[src/rtl/wb_debug_pkg.sv]
// Shared definitions for the two-master debug/control Wishbone arbiter.
package wb_debug_pkg;

    typedef enum logic [1:0] {
        ST_IDLE = 2'd0,
        ST_GNT0 = 2'd1,
        ST_GNT1 = 2'd2,
        ST_TOUT = 2'd3
    } state_e;

    localparam int WB_DATA_WIDTH = 32;
    localparam int WB_ADDR_WIDTH = 20;
    localparam int WB_SEL_WIDTH  = 4;

endpackage

[src/rtl/wb_debug_arbiter.sv]
// Round-robin arbiter merging the control master (m0) and debug master (m1)
// onto one Wishbone bus, with per-master lock and a slave-timeout watchdog.
module wb_debug_arbiter
    import wb_debug_pkg::*;
#(
    parameter int ADDR_WIDTH = WB_ADDR_WIDTH,
    parameter int DATA_WIDTH = WB_DATA_WIDTH,
    parameter int SEL_WIDTH  = WB_SEL_WIDTH,
    parameter int TIMEOUT    = 255,
    parameter int TCNT_WIDTH = 8
) (
    input  logic                  clk_i,
    input  logic                  rst_n_i,
    input  logic                  m0_cyc_i,
    input  logic                  m0_stb_i,
    input  logic                  m0_we_i,
    input  logic [ADDR_WIDTH-1:0] m0_adr_i,
    input  logic [DATA_WIDTH-1:0] m0_dat_i,
    input  logic [SEL_WIDTH-1:0]  m0_sel_i,
    input  logic                  m0_lock_i,
    output logic [DATA_WIDTH-1:0] m0_dat_o,
    output logic                  m0_ack_o,
    output logic                  m0_err_o,
    output logic                  m0_rty_o,
    input  logic                  m1_cyc_i,
    input  logic                  m1_stb_i,
    input  logic                  m1_we_i,
    input  logic [ADDR_WIDTH-1:0] m1_adr_i,
    input  logic [DATA_WIDTH-1:0] m1_dat_i,
    input  logic [SEL_WIDTH-1:0]  m1_sel_i,
    input  logic                  m1_lock_i,
    output logic [DATA_WIDTH-1:0] m1_dat_o,
    output logic                  m1_ack_o,
    output logic                  m1_err_o,
    output logic                  m1_rty_o,
    output logic                  s_cyc_o,
    output logic                  s_stb_o,
    output logic                  s_we_o,
    output logic [ADDR_WIDTH-1:0] s_adr_o,
    output logic [DATA_WIDTH-1:0] s_dat_o,
    output logic [SEL_WIDTH-1:0]  s_sel_o,
    input  logic [DATA_WIDTH-1:0] s_dat_i,
    input  logic                  s_ack_i,
    input  logic                  s_err_i,
    input  logic                  s_rty_i,
    output logic [1:0]            grant_o,
    output logic [TCNT_WIDTH-1:0] timeout_count_o
);

    localparam int WD_W = (TIMEOUT > 1) ? $clog2(TIMEOUT) : 1;
    localparam logic [WD_W-1:0] WD_LAST = WD_W'((TIMEOUT > 0) ? TIMEOUT - 1 : 0);

    state_e                  state_q, state_d;
    logic                    owner_q, owner_d;     // 1 = m1 holds (or last held) the bus
    logic                    rr_last_q, rr_last_d;
    logic [WD_W-1:0]         wd_q, wd_d;
    logic [TCNT_WIDTH-1:0]   tcnt_q, tcnt_d;

    logic                    cur_cyc, cur_stb, cur_we, cur_lock;
    logic [ADDR_WIDTH-1:0]   cur_adr;
    logic [DATA_WIDTH-1:0]   cur_dat;
    logic [SEL_WIDTH-1:0]    cur_sel;
    logic                    s_resp;

    assign cur_cyc  = owner_q ? m1_cyc_i  : m0_cyc_i;
    assign cur_stb  = owner_q ? m1_stb_i  : m0_stb_i;
    assign cur_we   = owner_q ? m1_we_i   : m0_we_i;
    assign cur_lock = owner_q ? m1_lock_i : m0_lock_i;
    assign cur_adr  = owner_q ? m1_adr_i  : m0_adr_i;
    assign cur_dat  = owner_q ? m1_dat_i  : m0_dat_i;
    assign cur_sel  = owner_q ? m1_sel_i  : m0_sel_i;
    assign s_resp   = s_ack_i | s_err_i | s_rty_i;

    assign m0_dat_o        = s_dat_i;
    assign m1_dat_o        = s_dat_i;
    assign grant_o         = (state_q == ST_IDLE) ? 2'b00 : (owner_q ? 2'b10 : 2'b01);
    assign timeout_count_o = tcnt_q;

    always_comb begin
        state_d   = state_q;
        owner_d   = owner_q;
        rr_last_d = rr_last_q;
        wd_d      = '0;
        tcnt_d    = tcnt_q;
        s_cyc_o   = 1'b0;
        s_stb_o   = 1'b0;
        s_we_o    = 1'b0;
        s_adr_o   = '0;
        s_dat_o   = '0;
        s_sel_o   = '0;
        m0_ack_o  = 1'b0;
        m0_err_o  = 1'b0;
        m0_rty_o  = 1'b0;
        m1_ack_o  = 1'b0;
        m1_err_o  = 1'b0;
        m1_rty_o  = 1'b0;

        case (state_q)
            ST_IDLE: begin
                if (m0_cyc_i && (!m1_cyc_i || rr_last_q)) begin
                    state_d = ST_GNT0;
                    owner_d = 1'b0;
                end else if (m1_cyc_i) begin
                    state_d = ST_GNT1;
                    owner_d = 1'b1;
                end
            end

            ST_GNT0, ST_GNT1: begin
                s_cyc_o = cur_cyc;
                s_stb_o = cur_stb;
                s_we_o  = cur_we;
                s_adr_o = cur_adr;
                s_dat_o = cur_dat;
                s_sel_o = cur_sel;
                if (owner_q) begin
                    m1_ack_o = s_ack_i;
                    m1_err_o = s_err_i;
                    m1_rty_o = s_rty_i;
                end else begin
                    m0_ack_o = s_ack_i;
                    m0_err_o = s_err_i;
                    m0_rty_o = s_rty_i;
                end
                if (!cur_cyc && !cur_lock) begin
                    state_d   = ST_IDLE;
                    rr_last_d = owner_q;
                end else if (TIMEOUT > 0) begin
                    // A response on the expiry cycle wins over the watchdog.
                    if (s_resp || !(cur_cyc && cur_stb)) begin
                        wd_d = '0;
                    end else if (wd_q == WD_LAST) begin
                        state_d = ST_TOUT;
                    end else begin
                        wd_d = wd_q + 1'b1;
                    end
                end
            end

            ST_TOUT: begin
                m0_err_o = !owner_q;
                m1_err_o = owner_q;
                tcnt_d   = (tcnt_q == '1) ? tcnt_q : tcnt_q + 1'b1;
                if (cur_cyc || cur_lock) begin
                    state_d = owner_q ? ST_GNT1 : ST_GNT0;
                end else begin
                    state_d   = ST_IDLE;
                    rr_last_d = owner_q;
                end
            end

            default: state_d = ST_IDLE;
        endcase
    end

    always_ff @(posedge clk_i or negedge rst_n_i) begin
        if (!rst_n_i) begin
            state_q   <= ST_IDLE;
            owner_q   <= 1'b0;
            rr_last_q <= 1'b1;
            wd_q      <= '0;
            tcnt_q    <= '0;
        end else begin
            state_q   <= state_d;
            owner_q   <= owner_d;
            rr_last_q <= rr_last_d;
            wd_q      <= wd_d;
            tcnt_q    <= tcnt_d;
        end
    end

endmodule

[config.mk]
export PLATFORM = sky130hd
export DESIGN_NAME = wb_debug_arbiter
export DESIGN_NICKNAME = d
export VERILOG_FILES = /design/src/rtl/wb_debug_pkg.sv /design/src/rtl/wb_debug_arbiter.sv
export SDC_FILE = /design/constraint.sdc
export NUM_CORES = 1
export LEC_CHECK = 0
export BUFFER_PORTS_ARGS = -buffer_cell sky130_fd_sc_hd__buf_2
export CAP_MARGIN = 15
export CELL_PAD_IN_SITES_DETAIL_PLACEMENT = 0
export CELL_PAD_IN_SITES_GLOBAL_PLACEMENT = 2
export CORE_MARGIN = 4
export CORE_UTILIZATION = 16
export DETAILED_ROUTE_END_ITERATION = 10
export PLACE_DENSITY_LB_ADDON = 0.2
export RECOVER_POWER = 25
export SLEW_MARGIN = 25
export SYNTH_ARGS = -nofsm -noshare
export SYNTH_HDL_FRONTEND = slang
export SYNTH_SLANG_ARGS = --single-unit
[constraint.sdc]
create_clock -name clk_i -period 2.3 [get_ports clk_i]
set_input_delay 0.46 -clock clk_i [delete_from_list [all_inputs] [get_ports clk_i]]
set_output_delay 0.46 -clock clk_i [all_outputs]
set_load 0.03 [all_outputs]
======== Word level (Yosys, flattened, before mapping) ========
Index checks and enable logic that the tools add are counted.
storage, ports and cells
  word-level logic and storage cells ...... 82
  bits in registers ....................... 20
  bits of input ports ..................... 157
  output and inout port bits .............. 139
operators by class
  $add $sub $neg .......................... 2
  mux-type cells .......................... 43
  eq/ne operators ......................... 10
  reductions and logical operators ........ 19
  bitwise logic cells ..................... 3
operators by type and width
  operator             number
  $mux 32              2
  $mux 20              2
  $mux 8               4
  $mux 1               21
  $add 8x1->8 const B  2
  $eq 8x8->1 const B   2
  $mux 2               8
  $mux 4               2
  $ne 3x3->1 const B   2
  $pmux 1 s2           3
  $pmux 2 s3           1
  $reduce_and 3->1     2
  $logic_not 1->1      5
  $eq 2x2->1 const B   2
  $ne 2x2->1 const B   2
  $reduce_and 2->1     2
  $reduce_bool 2->1    2
  $logic_and 1x1->1    3
  $logic_or 1x1->1     3
  $ne 3x2->1 const B   1
  $eq 2x1->1 const B   1
  $logic_not 2->1      1
  $or 1x1->1           2
  $reduce_or 2->1      1
  $not 1->1            1

======== Longest topological paths before layout ========
  depth in word-level cells ............... 7
  gate-level depth with buffers ........... 6
  depth with buffers taken out ............ 6

======== Worst setup path before layout ========
No wires, ideal clock.
  path kind ............................... flip-flop to output port
  start ................................... register state_q[0]
  end ..................................... output m0_err_o
  slack ................................... 0.127 ns
  buffers on the path ..................... 1
  cell stages (with the launch flop) ...... 6
  required time ........................... 1.840 ns
  arrival time ............................ 1.713 ns
  cell sequence ........................... dfrtp_1 -> inv_1 -> ha_1 -> clkbuf_1 -> a21oi_1 -> nor3_1
on the way
  word-level cells in the longest chain between the ends .. 3
  elaborated cells between the ends (all ways) .. 5
  those cells by class .................... 3 x eq/ne; 1 x mux; 1 x reduce/logical
RTL lines
  element                                   RTL line                 text
  from (decl)                               wb_debug_arbiter.sv:53   state_e state_q, state_d;
  from (signal assigned)                    wb_debug_arbiter.sv:164  state_q <= state_d;
  $eq 2x1->1 or $eq 2x2->1 (tied branches)  wb_debug_arbiter.sv:98   case (state_q)
  $reduce_or 2->1                           wb_debug_arbiter.sv:98
  $pmux 1 s2 *                              wb_debug_arbiter.sv:98
  to (decl)                                 wb_debug_arbiter.sv:23   output logic m0_err_o,
Every way passes the cells marked *; elsewhere a longest branch is shown, timed or not.

======== Worst setup path after layout ========
  start ................................... register state_q[0]
  end ..................................... output s_adr_o[14]
on the way
  word-level cells in the longest chain between the ends .. 3
  elaborated cells between the ends (all ways) .. 4
  those cells by class .................... 2 x eq/ne; 1 x mux; 1 x reduce/logical
RTL lines
  element                                   RTL line                text
  $eq 2x1->1 or $eq 2x2->1 (tied branches)  wb_debug_arbiter.sv:98
  $reduce_or 2->1 *                         wb_debug_arbiter.sv:98
  $mux 20 *                                 wb_debug_arbiter.sv:98
  to (decl)                                 wb_debug_arbiter.sv:39  output logic [ADDR_WIDTH-1:0] s_adr_o,
Marked as above.

==> flow_metrics.py <==
metrics = {
    "timing": {
        "timing_max_transition_violations_final": 0,
        "final.min_clock_period_ns": 2.127,
        "worst_slew_pin_slew_ns": 1.165,
        "max_clock_freq_mhz": 470.2,
        "rsz0062_at_grt": "false",
        "hold-worst-slack_ns": 0.4237,
        "timing_hold_violations_final": 0,
        "setup_viol": 0,
        "timing.final.crit_share": 0.9246,
        "fin_worst_skew_ns": 0.002418,
        "max-slew-margin-rel": 0.2235,
        "setup_ws_ns": 0.1734,
        "setup_tns_ns": 0,
    },
    "global_route": {
        "grt_pass1_vias": 2467,
        "grt_overflow": 0,
        "grt_max_degree": 56,
        "track_usage": 0.09423,
        "antenna_found_initial": 0,
        "grt_pass1_wl_mm": 14.04,
    },
    "logic_synthesis": {
        "netlist_instances": 304,
        "ys_top_cells_by_area": "sky130_fd_sc_hd__mux2i_1, sky130_fd_sc_hd__buf_4, sky130_fd_sc_hd__dfrtp_1, sky130_fd_sc_hd__nor2b_1, sky130_fd_sc_hd__ha_1",
        "postSynthRegisterBits": 20,
        "synth_area_leader_cell": "sky130_fd_sc_hd__mux2i_1",
        "synth_cell_type_count": 31,
        "synth-seq-area-share": 0.1957,
        "synthesis.area_mm2": 0.002564,
        "yosysWarningCount": 0,
        "synthesis.area_per_instance_um2": 8.433,
        "synth_fp_nets": 467,
        "synth_top_area_share": 0.2343,
    },
    "drt": {
        "avgViaCountPerCell": 3.752,
        "route.vias.total": 2439,
        "drc": 0,
        "drt_wl_total_mm": 9.702,
        "first_iter_violations": 55,
        "routedWlPerCell_um": 14.93,
        "drtAntennaViolNets": 0,
        "drt_pass1_iterations": 4,
    },
    "setup_path": {
        "delay_of_the_slowest_critical_path_stage_ns": 0.37,
        "cpLargestDelayFamily": "buffers and inverters",
        "crit_path_cell_trace": "inv_1 -> ha_4 -> buf_4 -> nor2b_1 -> buf_2",
        "worstSetupStartpointType": "register",
        "critical_path_required_ns": 1.84,
        "critPathMaxFanout": 22,
        "critical_path_arrival_ns": 1.67,
        "endpoint_kind": "output pin",
        "setup.worst_path.class": "reg -> out",
        "critical-path-slowest-cell": "sky130_fd_sc_hd__dfrtp_1",
        "worstPathBufferInverterCount": 3,
    },
    "place": {
        "final_estimated_routing_congestion_in_global_placement": 0.6886,
        "place_hpwl_mm": 7.887,
        "port-buffer-count": 199,
        "placement.setup.worst_slack_ns": 0.1045,
        "numPlacedInstances": 644,
        "dpl-instance-area_mm2": 0.003347,
    },
    "pwr": {
        "power_per_unit_of_standard_cell_area_mw_per_mm2": 1683,
        "leakagePower_nw": 1.934,
        "irDropWorstVdd_mv": 0.5464,
        "total_power_mw": 5.883,
    },
    "clock_tree": {
        "maximum_number_of_buffers_from_clock_root_to_sink": 2,
        "path_clk_slew_ns": 0.06,
        "tritoncts.num_buffers": 3,
        "holdBufCountCts": 0,
        "cts-htree-levels": 1,
        "insertion_delay_ns": 0.25,
        "clock_tree.root_cell": "sky130_fd_sc_hd__clkbuf_16",
        "numClockSinks": 20,
        "cts_tree": "done",
    },
    "layout": {
        "sequential_cell_area_um2": 505.5,
        "finish.net_count": 597,
        "fin_util": 0.2217,
        "drive_above_1_share": 0.4896,
        "final-instance-count-excl-fill": 650,
        "multiInputGateArea_mm2": 0.001515,
        "stdcell_area_mm2": 0.003496,
        "most_frequent_standard_cell_in_the_layout_excluding_fill_and_tap_cells": "sky130_fd_sc_hd__buf_2",
        "final.fill_count": 1780,
        "area_growth_pct": 36.36,
        "final_cell_mix": "sky130_fd_sc_hd__buf_2, sky130_fd_sc_hd__mux2i_1, sky130_fd_sc_hd__nor2b_1",
    },
    "floorplan": {
        "floorplan_core_area_mm2": 0.01577,
        "num_io_pins": 296,
        "die_area_mm2": 0.01811,
        "die_x_um": 134.6,
        "initial_core_utilization": 0.1626,
        "fp.dieH_um": 134.6,
        "floorplan.rows": 46,
    },
    "worst_hold_path": {
        "hold_path_class": "in -> async",
    },
    "flow_run": {
        "timing.max_cap.violations": 0,
    },
    "run_status": {
        "status": "completed",
    },
}
-- cells by family (layout without fill, tap and decap cells) --
group	after synthesis	in the layout	share of synthesized area
mux	62	62	0.2430
xor+xnor	13	13	0.04441
other cells	0	1	0
compound gates	12	12	0.03270
flops	20	20	0.1957
fa+ha+maj	6	6	0.02928
buf+inv	83	212	0.2182
simple gates	108	108	0.2367
-- final cells by class --
type,count,share of cell area
Multi-Input combinational cell,201,0.4334
Timing Repair Buffer,204,0.3096
Sequential cell,20,0.1446
Tap cell,216,0.07731
Clock buffer,3,0.02147
Clock inverter,1,0.008590
Inverter,4,0.004295
Antenna cell,1,0.0007158
-- per-layer routing --
metal  part of all wire  track usage  vias to the layer above  routed length [um]
met1               0.39       0.1099                     1090                3744
li1                   -            -                     1208                   -
met2               0.51       0.1709                      126                4959
met3              0.091      0.02981                       15                 884
met4              0.012      0.01697                        0                 113
met5                  0            0                        -                   0
-- registers in the layout, indices dropped and copies added (netlist names) --
register and flops:
owner_q 1, rr_last_q 1, state_q 2, timeout_count_o 8, wd_q 8
-- timing repair --
item | CTS | global route
resized for setup | 0 | 2
setup endpoints to repair | 0 | 21
hold endpoints to repair | 0 | 0
setup buffers | 0 | 0
-- Yosys cell counts (all sizes together) --
library cell and instances:
ha 6, mux2 2, inv 4, and3 6, buf 72, a21oi 3
nand2b 2, xnor2 6, or3 1, dfstp 1, xor2 7, nand2 8
a22oi 1, o311a 1, dfrtp 19, o21a 1, nor2 15, a31oi 1
mux2i 60, nand3 9, o21ai 2, and4 1, or4 1, nand4 3
o31ai 3, clkbuf 7, nor3 3, nor2b 59
-- worst paths after layout --
| kind | from | end | slack, ns | cells after the start |
|---|---|---|---|---|
| setup / recovery | state_q[0] | s_adr_o[14] | 0.17 | 5 |
| hold / removal | rst_n_i | timeout_count_o[5] | 0.42 | 1 |
| setup reg to reg | owner_q | state_q[0] | 0.29 | 4 |
| hold reg to reg | timeout_count_o[7] | timeout_count_o[7] | 0.51 | 1 |
| max in group asynchronous | rst_n_i | owner_q | 1.04 | 1 |
| min in group clk_i | m0_cyc_i | owner_q | 0.50 | 2 |
-- where the power goes --
part | switching (mW) | internal [mW] | total, mW
Clock | 0.133 | 0.345 | 0.478
Combinational | 3.09 | 1.73 | 4.81
Sequential | 0.141 | 0.449 | 0.590
-- worst reg2reg max path, stage by stage, from the launching register on --
cell and delay [ns]:
sky130_fd_sc_hd__dfrtp_4 0.60, sky130_fd_sc_hd__mux2i_1 0.22, sky130_fd_sc_hd__or4_1 0.55, sky130_fd_sc_hd__a22oi_2 0.19, sky130_fd_sc_hd__mux2_1 0.34
Note: power is estimated with default switching activity, not from simulation.
